==> src/rtl/operand_skewer.sv <==
// operand_skewer: buffers one ROWS x DEPTH operand tile and streams it into ROWS lanes with diagonal skew.
// Option SKEW_REPLAY_EN: keep the tile after streaming, replay on go, flush port starts a new load.
module operand_skewer #(
  parameter int data_size = 8,
  parameter int ROWS = 4,
  parameter int DEPTH = 4
) (
  input  logic                      clk,
  input  logic                      reset,
  input  logic                      in_valid,
  output logic                      in_ready,
  input  logic [data_size-1:0]      in_data,
  input  logic                      go,
`ifdef SKEW_REPLAY_EN
  input  logic                      flush,
`endif
  output logic                      tile_full,
  output logic [ROWS*data_size-1:0] out_a,
  output logic                      out_valid,
  output logic                      done
);
  localparam int N = ROWS*DEPTH;
  localparam int CW = $clog2(N+1);
  localparam int TW = $clog2(ROWS+DEPTH);
  localparam logic [CW-1:0] C_LAST = CW'(N-1);
  localparam logic [TW-1:0] T_LAST = TW'(ROWS+DEPTH-2);
  typedef enum logic [1:0] {LOAD, READY, STREAM} state_t;
  state_t state, state_n;
  logic [CW-1:0] cnt, cnt_n;
  logic [TW-1:0] t, t_n, tn;
  logic [data_size-1:0] buf_q [N];
  logic [ROWS*data_size-1:0] lanes, out_n;
  logic rdy_n, full_n, ov_n, done_n, accept;
  assign accept = state == LOAD && in_valid && in_ready;
  // stream cycle whose lane values are registered at the coming edge
  assign tn = state == READY ? '0 : t + 1'b1;
  always_ff @(posedge clk)
    for (int i = 0; i < N; i++)
      if (accept && cnt == CW'(i)) buf_q[i] <= in_data;
  always_comb begin
    lanes = '0;
    for (int r = 0; r < ROWS; r++)
      for (int k = 0; k < DEPTH; k++)
        if (int'(tn) - r == k) lanes[r*data_size +: data_size] = buf_q[r*DEPTH+k];
  end
  always_comb begin
    state_n = state;
    cnt_n = cnt;
    t_n = t;
    out_n = '0;
    ov_n = 1'b0;
    done_n = 1'b0;
    rdy_n = 1'b0;
    full_n = tile_full;
    case (state)
      LOAD: begin
        rdy_n = 1'b1;
        if (accept) begin
          cnt_n = cnt + 1'b1;
          if (cnt == C_LAST) begin
            state_n = READY;
            rdy_n = 1'b0;
            full_n = 1'b1;
          end
        end
      end
      READY: begin
        full_n = 1'b1;
`ifdef SKEW_REPLAY_EN
        if (flush) begin
          state_n = LOAD;
          cnt_n = '0;
          full_n = 1'b0;
          rdy_n = 1'b1;
        end else
`endif
        if (go) begin
          state_n = STREAM;
          full_n = 1'b0;
          t_n = '0;
          out_n = lanes;
          ov_n = 1'b1;
        end
      end
      STREAM: begin
        if (t == T_LAST) begin
          done_n = 1'b1;
`ifdef SKEW_REPLAY_EN
          state_n = READY;
          full_n = 1'b1;
`else
          state_n = LOAD;
          cnt_n = '0;
          rdy_n = 1'b1;
`endif
        end else begin
          t_n = t + 1'b1;
          out_n = lanes;
          ov_n = 1'b1;
        end
      end
      default: state_n = LOAD;
    endcase
  end
  always_ff @(posedge clk)
    if (!reset) begin
      state <= LOAD;
      cnt <= '0;
      t <= '0;
      out_a <= '0;
      out_valid <= 1'b0;
      done <= 1'b0;
      tile_full <= 1'b0;
      in_ready <= 1'b0;
    end else begin
      state <= state_n;
      cnt <= cnt_n;
      t <= t_n;
      out_a <= out_n;
      out_valid <= ov_n;
      done <= done_n;
      tile_full <= full_n;
      in_ready <= rdy_n;
    end
endmodule

==> config.mk <==
export PLATFORM = sky130hd
export DESIGN_NAME = operand_skewer
export DESIGN_NICKNAME = d
export VERILOG_FILES = /design/src/rtl/operand_skewer.sv
export SDC_FILE = /design/constraint.sdc
export NUM_CORES = 1
export LEC_CHECK = 0
export CAP_MARGIN = 5
export CORE_MARGIN = 3
export CORE_UTILIZATION = 62
export CTS_CLUSTER_DIAMETER = 30
export CTS_CLUSTER_SIZE = 20
export DETAILED_ROUTE_END_ITERATION = 8
export MAX_ROUTING_LAYER = met4
export PLACE_DENSITY = 0.84
export SLEW_MARGIN = 20
export SYNTH_ARGS = -nofsm -noshare
export SYNTH_HDL_FRONTEND = slang
export SYNTH_SLANG_ARGS = --single-unit
==> constraint.sdc <==
create_clock -name clk -period 7.1 [get_ports clk]
set_input_delay 1.065 -clock clk [delete_from_list [all_inputs] [get_ports clk]]
set_output_delay 1.065 -clock clk [all_outputs]
set_load 0.03 [all_outputs]
==> metrics <==
Synth-to-Final Area Change 16.9%; DR WL/cell 21.7 um; maxcap violations 0; Post-DP HPWL 9.01 mm; final slew viol count 0; Lkg Pwr 2.62 nW; hold buffer count at cts 0; mean post-synth cell area 14.6 um2; effective utilization at floorplan 0.643; synth top area cells edfxtp_1, dfxtp_1, ha_1; Seq/Total Area, Yosys 0.708; via count 4118; area leader, netlist edfxtp_1; Synth warnings 0; DRT antenna net count 0; vias in the first global route just over 4000; Initial DRC Count 402; Final Cycle Share 0.491; cells after synthesis 460; GPL Wtd Cong 0.843; final setup vio count 0; critical path type reg -> reg; HP Class reg -> reg; Worst Tran Pin Value 1140 ps; Worst setup EP type flip-flop; Critical Path RT roughly 7500 ps; worst-path fanout max 19; CP max-delay cell dfxtp_1; core region area between 10000 and 15000 um2; final WL 14.2 mm; crit path cell chain inv_1 -> ha_1 -> a21oi_2 -> inv_1 -> ha_1 -> nor3b_2 -> a32o_1 -> o31ai_1 -> a21oi_1; 1st-pass router iterations 6; chip width 110 um; share of cells above drive strength 1 0.119; DIE HEIGHT 110 um; most frequent cells in the layout edfxtp_1, clkdlybuf4s50_1, dfxtp_1, nor2_1, nand2_1; Post-synth top flop edfxtp_1; synth unique cells 59; CTS tree yes; row count 37; Post CTS Setup Buffer Count 0; Fmax 287 MHz; EDFF count, synth 128; Crit path arrival time 3920 ps; H-Tree Depth 4; clk root buf clkbuf_8; PortBufs 47; GR Overflow Total 0; setup TNS 0 ps; Final Hold Viols 0; Max Buffers Root-to-Sink 2; most common cell after layout, fill and taps aside edfxtp_1; die area approximately 12000 um2; # clock sinks 174; Clock Latency Late Sink 540 ps; # DRC 0; ant diodes 0; Final Cell Area 7870 um2; status completed; CP Buf/Inv Count 2; synthesis-stage register bit count 174; first-pass GRT wire length 22.0 mm; asr flop ratio synth 0; CTS clock-pin slew for the worst setup and hold paths 70 ps; family with the most delay on the worst path compound AO/OA/AOI/OAI gates; Slew Limit Headroom 0.233; power per cell area between 200 and 300 nW/um2; Clock Skew 10.7 ps; vias per cell between 6 and 7; initial antenna violation count 0; RSZ-0062 raised after global routing no; crit-path max cell delay 650 ps; Nets 535; min cycle time layout 3490 ps; Ports 48; largest net degree at the start of global routing 27; placed instance area around 7300 um2; nature of the critical path startpoint flip-flop; net count after synthesis between 400 and 500; GRT Util Overall 0.257; Post-CTS Resized 0; CTS buffer count 17; Fillers 644; mapped cell area between 6000 and 7000 um2; VDD IR-drop max around 220 uV; area share of the largest cell type after synthesis 0.571
==> stage by stage <==
| step | power, W | util | std cells | hold WS (ps) | setup WS (ps) |
|---|---|---|---|---|---|
| finish | 0.00201 | 0.752 | 657 | 468 | 3610 |
| global route | 0.00206 | 0.752 | 657 | 490 | 3460 |
| detailed placement | 0.00115 | 0.696 | 625 | 442 | 3410 |
| CTS | 0.00202 | 0.751 | 657 | 472 | 3660 |
| global placement | 0.00115 | 0.696 | 625 | 439 | 3550 |
| floorplan | 0.00113 | - | 460 | 435 | 4360 |
==> final timing paths <==
kind               endpoint  cells past startpoint  slack [ps]          from
setup / recovery   out_a[8]                      9        3610          t[0]
hold / removal    out_a[18]                      1         470  buf_q[1][26]
setup reg to reg   out_a[8]                      9        3610          t[0]
hold reg to reg   out_a[18]                      1         470  buf_q[1][26]
==> synthesized netlist by cell type, drive strengths merged, types with 2 or more instances <==
| master | number |
|---|---|
| nor2b | 3 |
| nor2 | 39 |
| nor3 | 16 |
| or3 | 8 |
| nor3b | 5 |
| nand3b | 2 |
| a21o | 2 |
| o22a | 4 |
| a211oi | 6 |
| inv | 19 |
| a22oi | 6 |
| mux2i | 3 |
| ha | 15 |
| xnor2 | 4 |
| o21a | 2 |
| dfxtp | 46 |
| clkbuf | 7 |
| nand2b | 9 |
| o31ai | 2 |
| and2 | 5 |
| o22ai | 12 |
| nor4 | 12 |
| mux2 | 14 |
| a221o | 8 |
| a2111oi | 8 |
| o211ai | 2 |
| edfxtp | 128 |
| a21oi | 15 |
| nand2 | 19 |
| nand3 | 3 |
| a32o | 10 |
| buf | 12 |
==> report_power, final <==
part           internal, W  switching, W  leakage (nW)
clock             0.000475      0.000409         0.283
combinational   0.00000934     0.0000232         0.808
sequential         0.00109    0.00000224          1.52
total              0.00158      0.000435          2.62
==> logic make-up (layout without fill, tap and decap cells) <==
kind of cell,count (synthesis),after routing,synth area share
buffers and inverters,39,100,0.0264
XOR/XNOR,5,5,0.00930
AO/OA/AOI/OAI,86,86,0.103
AND/OR/NAND/NOR,124,124,0.0974
multiplexers,17,17,0.0279
adder cells (fa/ha/maj),15,15,0.0279
flip-flops,174,174,0.708
==> registers in the layout, summed over array words and instances, names as in the netlist <==
register / count
buf_q: 128
cnt: 5
done: 1
in_ready: 1
out_a: 32
out_valid: 1
state: 2
t: 3
tile_full: 1
==> final cells by class <==
type | instances | area (um2) | share of cell area
clock buffers | 19 | 453 | 0.0576
clock inverters | 13 | 120 | 0.0153
inverters | 20 | 77.6 | 0.00986
multi-input cells | 247 | 1800 | 0.229
flip-flops and latches | 174 | 4760 | 0.606
well taps | 136 | 170 | 0.0216
repair buffers | 48 | 478 | 0.0608
==> per-layer routing <==
layer / global-route usage / part of all wire / vias to the layer above / wire, um
li1: - / - / 1865 / -
met5: - / 0 / - / 0
met2: 0.394 / 0.49 / 232 / 6930
met3: 0.0711 / 0.087 / 37 / 1240
met4: 0.0994 / 0.026 / 0 / 371
met1: 0.330 / 0.40 / 1984 / 5690
(Power assumes the default switching activity.)
